### src/rtl/wishbone_wrr_arbiter.sv
// Round-robin Wishbone arbiter for four masters, with an ACK-count fairness quota.
// Optional stalled-cycle watchdog enabled by defining WB_ARB_TIMEOUT_EN.
module wishbone_wrr_arbiter #(
    parameter int unsigned QUOTA   = 8,
    parameter int unsigned TIMEOUT = 255,
    parameter int unsigned CNT_W   = 8
) (
    input  logic       CLK,
    input  logic       RST,
    input  logic [3:0] CYC_I,
    input  logic       ACK_I,
    output logic [1:0] GNT,
    output logic [3:0] GNT_mux,
    output logic       CYC,
    output logic       QUOTA_EXP,
    output logic       ERR_O
);

    typedef enum logic [1:0] {
        StIdle  = 2'd0,
        StBusy  = 2'd1,
        StAbort = 2'd2
    } state_e;

    localparam logic [CNT_W-1:0] QuotaMax = CNT_W'(QUOTA);

    state_e           state_q, state_d;
    logic [1:0]       gnt_q, gnt_d;
    logic [CNT_W-1:0] ack_cnt_q, ack_cnt_d;

    // The current grant is the round-robin pointer: it is scanned last.
    function automatic logic [1:0] rr_pick(input logic [1:0] ptr, input logic [3:0] req);
        logic [1:0] pick;
        logic [1:0] cand;
        pick = ptr;
        for (int i = 4; i >= 1; i--) begin
            cand = ptr + 2'(i);
            if (req[cand]) pick = cand;
        end
        return pick;
    endfunction

    assign GNT       = gnt_q;
    assign GNT_mux   = 4'b0001 << gnt_q;
    assign CYC       = (state_q == StBusy) & CYC_I[gnt_q] & ~RST;
    assign QUOTA_EXP = (state_q == StBusy) & (ack_cnt_q == QuotaMax) & (|(CYC_I & ~GNT_mux));

`ifdef WB_ARB_TIMEOUT_EN
    localparam logic [CNT_W-1:0] TimeoutLast = CNT_W'(TIMEOUT - 1);

    logic [CNT_W-1:0] wait_cnt_q, wait_cnt_d;
    logic             err_q, err_d;

    assign ERR_O = err_q;
`else
    assign ERR_O = 1'b0;
`endif

    always_comb begin
        state_d   = state_q;
        gnt_d     = gnt_q;
        ack_cnt_d = ack_cnt_q;
`ifdef WB_ARB_TIMEOUT_EN
        wait_cnt_d = wait_cnt_q;
        err_d      = 1'b0;
`endif
        case (state_q)
            StIdle: begin
                ack_cnt_d = '0;
`ifdef WB_ARB_TIMEOUT_EN
                wait_cnt_d = '0;
`endif
                if (|CYC_I) begin
                    gnt_d   = rr_pick(gnt_q, CYC_I);
                    state_d = StBusy;
                end
            end
            StBusy: begin
                if (CYC && ACK_I && (ack_cnt_q != QuotaMax)) begin
                    ack_cnt_d = ack_cnt_q + CNT_W'(1);
                end
`ifdef WB_ARB_TIMEOUT_EN
                if (CYC) begin
                    if (ACK_I) begin
                        wait_cnt_d = '0;
                    end else if (wait_cnt_q == TimeoutLast) begin
                        err_d   = 1'b1;
                        state_d = StAbort;
                    end else begin
                        wait_cnt_d = wait_cnt_q + CNT_W'(1);
                    end
                end
`endif
                // Release never coincides with an abort: CYC is low once CYC_I[GNT] drops.
                if (!CYC_I[gnt_q]) state_d = StIdle;
            end
            StAbort: begin
`ifdef WB_ARB_TIMEOUT_EN
                if (!CYC_I[gnt_q]) state_d = StIdle;
`else
                state_d = StIdle;
`endif
            end
            default: state_d = StIdle;
        endcase
    end

    always_ff @(posedge CLK) begin
        if (RST) begin
            state_q   <= StIdle;
            gnt_q     <= 2'd0;
            ack_cnt_q <= '0;
`ifdef WB_ARB_TIMEOUT_EN
            wait_cnt_q <= '0;
            err_q      <= 1'b0;
`endif
        end else begin
            state_q   <= state_d;
            gnt_q     <= gnt_d;
            ack_cnt_q <= ack_cnt_d;
`ifdef WB_ARB_TIMEOUT_EN
            wait_cnt_q <= wait_cnt_d;
            err_q      <= err_d;
`endif
        end
    end

endmodule

### config.mk
export PLATFORM = sky130hd
export DESIGN_NAME = wishbone_wrr_arbiter
export DESIGN_NICKNAME = d
export VERILOG_FILES = /design/src/rtl/wishbone_wrr_arbiter.sv
export SDC_FILE = /design/constraint.sdc
export NUM_CORES = 1
export LEC_CHECK = 0
export BUFFER_PORTS_ARGS = -buffer_cell sky130_fd_sc_hd__buf_2
export CAP_MARGIN = 20
export CORE_MARGIN = 4
export CORE_UTILIZATION = 48
export DETAILED_ROUTE_END_ITERATION = 10
export PLACE_DENSITY = 0.85
export SETUP_SLACK_MARGIN = 0.5
export SYNTH_ARGS = -nofsm -noshare
export SYNTH_HDL_FRONTEND = slang
export SYNTH_SLANG_ARGS = --single-unit
### constraint.sdc
create_clock -name CLK -period 1.96 [get_ports CLK]
set_input_delay 0.196 -clock CLK [delete_from_list [all_inputs] [get_ports CLK]]
set_output_delay 0.196 -clock CLK [all_outputs]
set_load 0.005 [all_outputs]
Yosys cells after proc, flatten, opt, wreduce, memory -nomap -nowiden. Cells that the tools add are included.

RAM bits: 0. Bits in registers: 12. Output and inout port bits: 9. Word-level logic and storage cells: 51. Memories kept: 0. Memory bits (read-only): 0. Bits in latches: 0.

$add $sub $neg: 4. Mux-type cells: 16. Shift operators: 1. $lt $le $gt $ge: 4. Reductions and logical operators: 10. Bitwise gates (word level): 7. Divide/modulo/power cells: 0. $mul: 0. Equal/unequal tests: 6.

Operators by type and width (count): $pmux 8 s2 (1); $lt 2x3->1 const B (4); $mux 2 (5); $add 8x1->8 const B (1); $bmux 1 s2 (4); $eq 8x4->1 const B (1); $mux 8 (1); $ne 8x4->1 const B (1); $reduce_or 4->1 (2); $add 2x2->2 const B (2); $and 1x1->1 (4); $and 4x4->4 (1); $mux 1 (4); $ne 2x2->1 const B (2); $not 4->4 (1); $pmux 2 s2 (1); $reduce_and 2->1 (2); $shl 1x2->4 const A (1); $reduce_and 3->1 (1); $reduce_bool 3->1 (1); $add 2x1->2 const B (1); $eq 2x1->1 const B (1); $logic_and 1x1->1 (2); $logic_not 2->1 (1); 3 further kinds (3).

Logic depth before layout (Yosys ltp).
Word-level depth: 8. Depth in mapped cells: 8. Gate-level depth less buffers: 7.

Least setup slack after synthesis. No wires, ideal clock.

Path kind: reg-to-reg. Start point: reg gnt_q[0], in the netlist GNT[0]. End point: reg gnt_q[0], in the netlist GNT[0]. Period minus slack after synthesis: 1.964 ns. Stages on the path, launching flop included: 9. Arrival: 1.841 ns. Library setup time: 0.123 ns. Slack: -0.004 ns. Path buffers: 1. Cells stage by stage: dfxtp_1 > buf_2 > inv_1 > ha_1 > nand3_1 > a211oi_1 > a21oi_1 > o211ai_1 > mux2_1.

Cells in the longest elaborated chain, start to end: 5.

RTL lines: from (decl) (RTL line 28) `logic [1:0] gnt_q, gnt_d;`; from (signal assigned) (RTL line 119) `gnt_q <= gnt_d;`; $add 2x2->2 or $add 2x1->2 (tied branches) (RTL line 37) `cand = ptr + 2'(i);`; $bmux 1 s2 (RTL line 38) `if (req[cand]) pick = cand;`; $mux 1 (not written as such) (RTL line 38); $reduce_bool 3->1 (no source line) or $mux 2 (tied branches); $reduce_and 3->1 (no source line) or $mux 2 (tied branches).

Parallel ways exist; a longest one is shown, timed or not. The select of a mux whose other input is x is not followed. A chain may end at the register's enable or synchronous reset.

Worst setup path after layout.
Start point: reg gnt_q[0], in the netlist GNT[0]. End point: out CYC.

Cells in the longest elaborated chain, start to end: 4.

RTL lines: $bmux 1 s2 (RTL line 45) `assign CYC = (state_q == StBusy) & CYC_I[gnt_q] & ~RST;`; $mux 1 (not written as such) (RTL line 45); $and 1x1->1 (2 in a row) (RTL line 45); to (decl) (RTL line 14) `output logic CYC,`.

Every way passes these cells. The select of a mux whose other input is x is not followed.

==> flow_summary.json <==
{
  "status": "completed",
  "cts_buffers": 3,
  "hold_viol": 0,
  "ys_seq_area_share_pct": 26.39,
  "synthArstFlopShare_pct": 0,
  "hold_class": "input pin to flop",
  "ant_nets": 0,
  "report.final.slew_viol_count": 0,
  "die_h_um": 49.70,
  "synth.most_common_cell": "nor2_1",
  "path_clk_slew_ps": 70,
  "worstSetupPathType": "flop to output port",
  "antenna_found_initial": 0,
  "crit_path_start_kind": "flop",
  "rows": 14,
  "start_util_pct": 52.94,
  "ff2ff_setup_slack_ps": 320,
  "synth_top_area_share_pct": 26.39,
  "syn_to_final_growth_pct": 31.18,
  "n_fill_cell": 116,
  "n_antenna_cell": 0,
  "cts_sinks": 11,
  "synthCells": 103,
  "cts_root_buffer": "clkbuf_4",
  "final-setup-viol-count": 0,
  "skew_ps": 1.482,
  "routed_wirelength_um": 2125,
  "synth-edff-count": 0,
  "drt_iter0_markers": 27,
  "drc": 0,
  "yosys_warnings": 0,
  "grt_max_degree": 13,
  "ioPinCount": 16,
  "clk_path_buf_depth": 2,
  "timing.rr.start": "GNT[0]$_SDFFE_PP0P_",
  "synth_top_cell_by_area": "dfxtp_1",
  "powerDensity_mw_per_mm2": 880.7,
  "ctsHoldBuffers": 0,
  "period_share_pct": 85.09,
  "portBuffers": 14,
  "core_area_mm2": 0.001577,
  "synthTopCellsByArea": "dfxtp_1 (26%), ha_1 (9.0%), nor2_1 (7.2%)",
  "endpoint_kind": "output port",
  "syn-num-nets": 116,
  "p_leak_nw": 0.4467,
  "fin_crit_ps": 1668,
  "endpoint": "CYC",
  "worstReg2RegEnd": "ack_cnt_q[1]$_SDFFE_PP0P_",
  "crit_required_ps": 1760,
  "wl_per_cell_um": 15.18,
  "cp.arrival_ps": 1470,
  "yosysUniqueCellTypes": 35,
  "clkLatencyLatePin_ps": 270,
  "cts_tree": "built",
  "syn_area_um2": 834.6,
  "viasPerCell": 5.657,
  "ys.flop_type": "dfxtp_1",
  "drtPass1Iterations": 4,
  "htreeDepth": 1,
  "whs_ps": 149.5,
  "via_count": 792,
  "grtUsageTotal_pct": 18.55,
  "first_global_vias": 804,
  "maxCapViolations": 0,
  "peakVddDrop_mv": 0.7122,
  "die_w_um": 49.70,
  "rsz0062_at_grt": "yes",
  "ys_top_cells_by_count": "nor2_1 (16), dfxtp_1 (11), inv_1 (9)",
  "critPathLaunch": "GNT[0]$_SDFFE_PP0P_",
  "grt_pass1_wl_um": 3560,
  "grt-ovfl-total": 0,
  "fin_setup_tns_ps": 0,
  "critPathMaxFanout": 5,
  "ys_ff_latch": 11,
  "final_nets": 138,
  "reg2reg_depth": 6,
  "place_congestion": 0.8424,
  "die_area_mm2": 0.002470,
  "avgSynthCellArea_um2": 8.102,
  "layout-drive-gt1-share_pct": 40.32,
  "fmax_mhz": 599.6,
  "dp_hpwl_um": 1312
}
-- worst max-delay path: stages (launching register included) --
cell	delay, ps
dfxtp_4	390
mux4_2	530
nor2b_4	160
buf_2	120
-- cell families after synthesis --
| group | Yosys count | share of synthesized area [%] |
|---|---|---|
| muxes | 4 | 6.447 |
| AOI/OAI and AO/OA | 18 | 13.79 |
| adders and majority gates | 6 | 8.995 |
| buffers and inverters | 16 | 10.79 |
| xor gates and xnor gates | 7 | 7.346 |
| DFF | 11 | 26.39 |
| other | 1 | 0.4493 |
| and+or+nand+nor | 40 | 25.79 |
-- layout make-up --
| type | instances | area (um2) | share of cell area (%) |
|---|---|---|---|
| multi-input combinational | 76 | 633.1 | 57.83 |
| sequential | 11 | 227.7 | 20.80 |
| timing repair buffer | 24 | 148.9 | 13.60 |
| inverter | 9 | 38.79 | 3.543 |
| clock buffer | 4 | 26.28 | 2.400 |
| tap | 16 | 20.02 | 1.829 |
-- where the power goes --
group          internal [mW]  leakage (nW)  total, mW  switching, mW
Sequential             0.249        0.0906      0.284         0.0352
Clock                 0.0789        0.0150      0.159         0.0804
Combinational          0.270         0.341      0.521          0.251
-- through the flow --
stage / total power [mW] / cells / worst slack [ps] / instance area (um2) / utilization, %
after global routing: 1.037 / 140 / 230.7 / 1095 / 69.44
after CTS: 0.9173 / 138 / 290.6 / 1047 / 66.43
after global placement: 0.6397 / 127 / 263.4 / 910.9 / 57.78
after detailed placement: 0.6497 / 127 / 232.2 / 910.9 / 57.78
after floorplan: 0.5941 / 103 / 328.8 / 882.1 / -
final: 0.9641 / 140 / 292.2 / 1095 / 69.44
-- per-layer routing --
| metal | GRT usage, % | vias to the layer above | routed length (um) |
|---|---|---|---|
| met4 | 6.452 | 0 | 8 |
| met1 | 23.30 | 362 | 929 |
| met3 | 5.120 | 2 | 154 |
| li1 | - | 394 | - |
| met5 | 0 | - | 0 |
| met2 | 30.18 | 34 | 1032 |
-- sequential cells by signal, summed over array words and instances (netlist names) --
signal	count
GNT	2
state_q	1
ack_cnt_q	8
-- what timing repair did --
item                                    in CTS  in global routing
buffers inserted                             7                  2
pin swaps                                    8                  8
resized for setup                           11                  6
endpoints found under the setup margin      12                 12
-- placed cells by master, fill, tap and decap left out, types with 2 or more instances in the layout --
cell      count
a21oi_1       4
ha_4          2
inv_1         6
buf_2        14
buf_4         9
nand4_1       5
ha_1          3
o21ai_0       2
nand2_2       2
nand2_1       4
clkbuf_4      3
nand2b_1      3
dfxtp_4       2
inv_4         2
nor2_1       16
dfxtp_1       9
xor2_1        5
-- worst min path at each step --
stage               start                       to  slack [ps]  depth (start not counted)
floorplan             RST      GNT[1]$_SDFFE_PP0P_         260                          1
global placement      RST  state_q[0]$_SDFFE_PP0P_         420                          2
detailed placement    RST  state_q[0]$_SDFFE_PP0P_         430                          2
CTS                   RST      GNT[1]$_SDFFE_PP0P_         140                          2
global route          RST      GNT[1]$_SDFFE_PP0P_         140                          2
finish                RST      GNT[1]$_SDFFE_PP0P_         150                          2
(Power assumes the default switching activity.)
